## src/rtl/perceptron_train.sv

```systemverilog
// Training engine for the perceptron branch predictor: filters resolved branches
// and does a read / saturating update / write-back of one weight-table row.
module perceptron_train #(
    parameter int WEIGHT_NUM       = 33,
    parameter int WEIGHT_WIDTH     = 8,
    parameter int WEIGHT_ENTRY_NUM = 64,
    parameter int IDX_WIDTH        = 6,
    parameter int THETA            = 75
) (
    input  logic                               clk,
    input  logic                               rst_n,
    input  logic                               upd_valid,
    output logic                               upd_ready,
    input  logic [IDX_WIDTH-1:0]               upd_idx,
    input  logic                               upd_taken,
    input  logic                               upd_pred,
    input  logic [WEIGHT_WIDTH-1:0]            upd_sum,
    input  logic [WEIGHT_NUM-2:0]              upd_hist,
    output logic                               wt_rd_en,
    output logic [IDX_WIDTH-1:0]               wt_rd_idx,
    input  logic [WEIGHT_NUM*WEIGHT_WIDTH-1:0] wt_rd_data,
    output logic                               wt_wr_en,
    output logic [IDX_WIDTH-1:0]               wt_wr_idx,
    output logic [WEIGHT_NUM*WEIGHT_WIDTH-1:0] wt_wr_data,
    output logic [15:0]                        train_cnt
);

    localparam int W   = WEIGHT_WIDTH;
    localparam int ROW = WEIGHT_NUM * WEIGHT_WIDTH;
    localparam logic [W:0]   THETA_V = (W+1)'(THETA);
    localparam logic [W-1:0] W_MAX   = {1'b0, {(W-1){1'b1}}};
    localparam logic [W-1:0] W_MIN   = {1'b1, {(W-1){1'b0}}};

    typedef enum logic [1:0] {IDLE, READ, CALC, WRITE} state_t;

    state_t                state;
    state_t                next_state;
    logic [IDX_WIDTH-1:0]  cap_idx;
    logic                  cap_taken;
    logic [WEIGHT_NUM-2:0] cap_hist;
    logic                  accept;
    logic                  train;
    logic [W:0]            sum_abs;
    logic [WEIGHT_NUM-1:0] x_vec;
    logic [ROW-1:0]        new_row;

    assign accept = upd_valid && upd_ready;

    // One extra bit so that the most negative sum still has a representable magnitude.
    always_comb begin
        if (upd_sum[W-1]) begin
            sum_abs = -{1'b1, upd_sum};
        end else begin
            sum_abs = {1'b0, upd_sum};
        end
        train = (upd_pred != upd_taken) || (sum_abs <= THETA_V);
    end

    always_ff @(posedge clk or negedge rst_n) begin
        if (!rst_n) begin
            state <= IDLE;
        end else begin
            state <= next_state;
        end
    end

    always_comb begin
        next_state = state;
        case (state)
            IDLE:    if (accept && train) next_state = READ;
            READ:    next_state = CALC;
            CALC:    next_state = WRITE;
            WRITE:   next_state = IDLE;
            default: next_state = IDLE;
        endcase
    end

    // Strobes decode straight from state so reset drops a pending write at once.
    always_comb begin
        upd_ready = (state == IDLE);
        wt_rd_en  = (state == READ);
        wt_wr_en  = (state == WRITE);
    end

    // Prediction and sum are only needed for the train decision at acceptance.
    always_ff @(posedge clk or negedge rst_n) begin
        if (!rst_n) begin
            cap_idx   <= '0;
            cap_taken <= 1'b0;
            cap_hist  <= '0;
        end else if (accept) begin
            cap_idx   <= upd_idx;
            cap_taken <= upd_taken;
            cap_hist  <= upd_hist;
        end
    end

    assign wt_rd_idx = cap_idx;
    assign x_vec     = {cap_hist, 1'b1};

    // t*x is +1 exactly when the outcome agrees with the input sign.
    always_comb begin
        new_row = '0;
        for (int i = 0; i < WEIGHT_NUM; i++) begin
            if (x_vec[i] == cap_taken) begin
                new_row[i*W +: W] = (wt_rd_data[i*W +: W] == W_MAX) ?
                                    W_MAX : wt_rd_data[i*W +: W] + 1'b1;
            end else begin
                new_row[i*W +: W] = (wt_rd_data[i*W +: W] == W_MIN) ?
                                    W_MIN : wt_rd_data[i*W +: W] - 1'b1;
            end
        end
    end

    always_ff @(posedge clk or negedge rst_n) begin
        if (!rst_n) begin
            wt_wr_data <= '0;
            wt_wr_idx  <= '0;
        end else if (state == CALC) begin
            wt_wr_data <= new_row;
            wt_wr_idx  <= cap_idx;
        end
    end

    always_ff @(posedge clk or negedge rst_n) begin
        if (!rst_n) begin
            train_cnt <= '0;
        end else if (state == WRITE) begin
            train_cnt <= train_cnt + 16'd1;
        end
    end

endmodule
```

## config.mk

```make
export PLATFORM = sky130hd
export DESIGN_NAME = perceptron_train
export DESIGN_NICKNAME = d
export VERILOG_FILES = /design/src/rtl/perceptron_train.sv
export SDC_FILE = /design/constraint.sdc
export NUM_CORES = 1
export LEC_CHECK = 0
export CAP_MARGIN = 20
export CELL_PAD_IN_SITES_DETAIL_PLACEMENT = 0
export CELL_PAD_IN_SITES_GLOBAL_PLACEMENT = 1
export CORE_MARGIN = 2
export CORE_UTILIZATION = 39
export CTS_BUF_LIST = sky130_fd_sc_hd__clkbuf_4 sky130_fd_sc_hd__clkbuf_8
export DETAILED_ROUTE_END_ITERATION = 8
export GPL_TIMING_DRIVEN = 0
export PLACE_DENSITY = 0.84
export RECOVER_POWER = 25
export SKIP_LAST_GASP = 1
export SYNTH_ARGS = -nofsm -noshare
export SYNTH_HDL_FRONTEND = slang
export SYNTH_SLANG_ARGS = --single-unit
```

## constraint.sdc

```tcl
create_clock -name clk -period 2.6 [get_ports clk]
set_clock_uncertainty 0.15 [all_clocks]
set_input_delay 0.52 -clock clk [delete_from_list [all_inputs] [get_ports clk]]
set_output_delay 0.52 -clock clk [all_outputs]
set_load 0.05 [all_outputs]
```

# After elaboration in Yosys (flattened, before gate mapping)
# Index checks and enable logic that the tools add are counted.
# word_totals
ff_bits	327
input_bits	315
output_inout_bits	295
# op_classes
n_reduce_logical	4
n_eq_ne	103
add_sub_neg	68
order_cmp	1
mux	102
# ops
operator	count
8-bit 2-to-1 mux	99
8-bit by 1-bit adder with 8-bit output, second input constant	33
8-bit by 7-bit == test with 1-bit output, second input constant	33
8-bit == test, second input constant	33
8-bit by 1-bit subtractor with 8-bit output, second input constant	33
1-bit == test	32
16-bit by 1-bit adder with 16-bit output, second input constant	1
9-bit by 7-bit less-or-equal comparator with 1-bit output, second input constant	1
9-bit 2-to-1 mux	1
9-bit negator	1
2-bit one-hot mux with 4 select lines	1
2-bit == test, second input constant	2
2-bit by 1-bit == test with 1-bit output, second input constant	1
1-bit logical AND	2
2-bit logical NOT	1
2-bit 2-to-1 mux	1
2-bit by 1-bit inequality test with 1-bit output, second input constant	1
1-bit logical OR	1
1-bit inequality test	1

# Logic depth before layout (Yosys ltp)
# logic_depth
ltp_word	7
depth_mapped	9
ltp_nobuf	7

# Worst setup path before layout
# No wires, ideal clock.
# synth_path
path_kind	input port to flip-flop
start	input port wt_rd_data[210]
end	register wt_wr_data[215]
arrival_time_ns	2.018
slack_ns	0.307
required_time_ns	2.325
setup_ns	0.125
stages	6
cell_sequence	buf_2 -> or4_4 -> nor4_1 -> mux2i_1 -> o211ai_1 -> mux2_2
# synth_via
elab_chain_cells	3
elab_cells_between_ends	7
cone_classes	add/sub: 2; eq/ne: 2; mux: 3
# synth_lines
item	line_no	text
start, declared	21	input logic [WEIGHT_NUM*WEIGHT_WIDTH-1:0] wt_rd_data,
8-bit by 1-bit subtractor with 8-bit output (tied with other cells)	110	W_MIN : wt_rd_data[i*W +: W] - 1'b1;
8-bit 2-to-1 mux (on tied branches)	109, 106	
8-bit 2-to-1 mux (*)	105	if (x_vec[i] == cap_taken) begin
end signal, assigned	120	wt_wr_data <= new_row;
end, declared	24	output logic [WEIGHT_NUM*WEIGHT_WIDTH-1:0] wt_wr_data,
# Mark *: on every way between the ends. The rest lies on a longest branch, timed or not.
# A chain may end at the register's enable or synchronous reset.

# Final worst setup path
# layout_path
start	register wt_wr_data[94]
end	output port wt_wr_data[94]
# No word-level cell between the ends.

==> metrics.md <==
| Metric | Value |
|---|---|
| Status | complete, no violations |
| Final GP Congestion | 0.949 |
| Critical-path cell list | clkdlybuf4s50_1 |
| Hold Path Stages | 4 |
| Slew margin rel. | 28.7% |
| Site Rows | 92 |
| Reg2reg setup slack | 0.05 ns |
| Die width | 256 microns |
| IO Port Bufs | 533 |
| Die ar. | 65600 sq um |
| Flops & latches, synth | 327 |
| Routed length per instance | 22.5 microns |
| Buf/Inv on CP | 1 |
| Core Region | 63000 sq um |
| Critical Path Sink Type | output port |
| Most frequent cells in the layout | clkdlybuf4s50_1 (474), dfrtp_1 (327), nor2_1 (195), nand2_1 (194), a21oi_1 (178) |
| Leading cell type in the layout, fill and taps excluded | clkdlybuf4s50_1 |
| Mapped Cells | 2840 |
| Clk root buf | clkbuf_8 |
| Post-synthesis sequential area ratio | 33.0% |
| Nets | 3876 |
| Global-route wire length before repair | 148000 microns |
| Max stage delay cell, worst path | clkdlybuf4s50_1 |
| Router iterations before antenna repair | 6 |
| Initial drt markers | 1888 |
| Clk_lat worst skew | 0.66 ns |
| Minimum clock period | 2.56 ns |
| RSZ-0062 raised after global routing | true |
| IO Count | 610 |
| Layout Utilization | 52.5% |
| Dominant synthesized flop cell | dfrtp_1 |
| Arr. time, crit path | 1.89 ns |
| Final period util | 98.4% |
| Vias in the first global route | 23800 |
| CTS H-tree lvls | 3 |
| WP depth | 1 |
| Maxcap violations | 0 |
| Setup CP Type | reg -> out |
| Yosys warns | 0 |
| Max Fclk | 391 MHz |
| Global route overflow | 0 |
| Die Y | 256 microns |
| Ys async rst share | 100% |
| Synthesized net count | 3260 |
| Initial antenna violation count | 29 |
| Hold WC Path Type | in -> reg |
| Largest net degree at the start of global routing | 98 |
| Drt drc | 0 |
| CTS Sinks | 327 |
| Hold Fails Final Rpt | 0 |
| CP max stage delay | 0.84 ns |
| Vias/cell | 5.78 |
| Leak | 13.1 nW |
| Fraction of layout instances using a drive strength above 1 | 10.5% |
| Final Power | 45.1 mW |
| Routed WL | 98400 microns |
| Syn avg cell area | 8.73 sq um |
| Number of buffers created by CTS | 67 |
| Bufs on Longest Clock Path | 3 |
| Count of final setup violators | 0 |
| R2R depth | 6 |
| Startpoint Class | flop |
| Post-synth top area share | 33.0% |
| Post-Syn Area | 24800 sq um |
| Post-synth EDFFs | 0 |
| Max Slew Vio Count | 0 |
| Worst-Margin Slew | 1.07 ns |
| Pwr Density | 1370 nW/um^2 |
| CTS tree | yes |
| Critical path's top delay family | buffers and inverters |
| Synth-to-Final Area Change | 33.3% |
| Post-DRT Antenna Nets | 0 |
| Total vias in the final route | 25300 |
| Initial Util | 39.4% |
| Worst-path clk slew | 0.06 ns |
| HPWL after DPL | 73800 microns |
| Post-synth cell types | 88 |
| Overall routing resource usage | 29.0% |
| Synth area leaders | dfrtp_1 (33%), ha_1 (5.3%), o22a_1 (4.1%), xor2_1 (3.8%), xnor2_1 (3.6%) |
| CP required | 1.93 ns |
| Crit path max fanout | 2 |
| VDD IR-drop max | 916 uV |
| Cell taking the most area after synthesis | dfrtp_1 |
==> synthesized netlist by cell type (9+ instances only) <==
master and count:
or3_1 31, nand3b_1 16, mux2_2 64, ha_1 105, clkbuf_1 122, or3b_2 10
and4_1 24, nor2b_1 24, xnor2_2 9, xnor2_1 103, a41o_1 10, o211ai_1 16
nand2b_1 19, buf_2 28, nand3_1 137, inv_1 115, o221ai_1 25, nor3b_1 10
a221oi_1 9, a21oi_1 178, o21ai_0 150, o22a_1 117, o31ai_1 33, nor2_1 195
o22ai_1 49, a32oi_1 9, nand4_1 48, o32a_1 19, o21a_1 46, a21o_1 26
or4_1 15, a211oi_1 12, nor4_1 38, mux2i_1 33, nand2_1 194, and3_1 39
nand4b_1 14, or2_2 9, nor3_1 118, xor2_1 107, xor2_2 16, dfrtp_1 327
a31oi_1 48
==> layer usage <==
metal | part of all wire, % | GRT usage, % | vias up
met5 | 0.097 | 0 | -
met4 | 4.8 | 13.0 | 14
met3 | 7.0 | 5.99 | 219
met2 | 46 | 46.3 | 943
met1 | 42 | 37.8 | 12300
li1 | - | - | 11800
==> worst paths after layout <==
kind,start,to
max,wt_wr_data[94],wt_wr_data[94]
min,wt_rd_data[42],wt_wr_data[42]
max reg2reg,cap_taken,wt_wr_data[186]
min reg2reg,train_cnt[15],train_cnt[15]
max in group asynchronous,rst_n,wt_wr_data[29]
min in group asynchronous,rst_n,train_cnt[6]
==> cell type report <==
type / instances / area, sq um
Inverter: 115 / 432
Buffer: 165 / 830
Clock buffer: 102 / 1280
Tap cell: 846 / 1060
Antenna cell: 20 / 50.0
Sequential cell: 327 / 8180
Clock inverter: 17 / 150
Multi-Input combinational cell: 2231 / 15500
Fill cell: 5975 / 29900
Timing Repair Buffer: 549 / 5570
==> power breakdown <==
group          switching (mW)  internal, mW  leakage (nW)
combinational            19.8          10.0          8.55
sequential               1.78          7.69          3.74
clock                    2.56          3.34         0.764
==> worst min-delay path, delay by kind of cell <==
| family | cells | cell delay, ns |
|---|---|---|
| compound gates | 2 | 0.12 |
| buf+inv | 1 | 0.16 |
| simple gates | 1 | 0.07 |
==> metrics by stage <==
stage / std cells / setup TNS (ns) / setup slack [ns] / area [sq um] / hold WS (ns)
6_report: 4372 / 0 / 0.0426 / 33100 / 0.113
5_1_grt: 4365 / -0.0946 / -0.0303 / 33000 / 0.122
4_1_cts: 4351 / -0.0134 / -0.0134 / 32900 / 0.0522
3_5_place_dp: 4233 / -133.77 / -1.12 / 31400 / 0.316
3_3_place_gp: 4219 / -4848.41 / -14.36 / 31200 / 0.310
2_1_floorplan: 2840 / 0 / 0.307 / 24800 / 0.0744
==> logic make-up (layout without fill, tap and decap cells) <==
| family | Yosys count | after routing | synth area share (%) |
|---|---|---|---|
| and+or+nand+nor | 971 | 971 | 20.4 |
| AOI/OAI and AO/OA | 822 | 822 | 23.0 |
| DFF | 327 | 327 | 33.0 |
| buffers and inverters | 282 | 948 | 4.89 |
| xor gates and xnor gates | 236 | 236 | 9.17 |
| adders and majority gates | 105 | 105 | 5.30 |
| muxes | 97 | 97 | 4.24 |
| other | 0 | 20 | 0 |
==> registers in the layout, indices dropped and copies added (netlist names) <==
signal and cells:
train_cnt 16, wt_wr_data 264, cap_taken 1, state 2
wt_wr_idx 6, cap_hist 32, wt_rd_idx 6
==> what timing repair did <==
item                       4_1_cts  5_1_grt
setup endpoints to repair      286      223
gates cloned                     0        1
pin swaps                        0        0
gates resized for setup         90       42
hold buffers                     1        0
hold endpoints to repair        66        0
buffers inserted                 0        0
(Power assumes the default switching activity.)
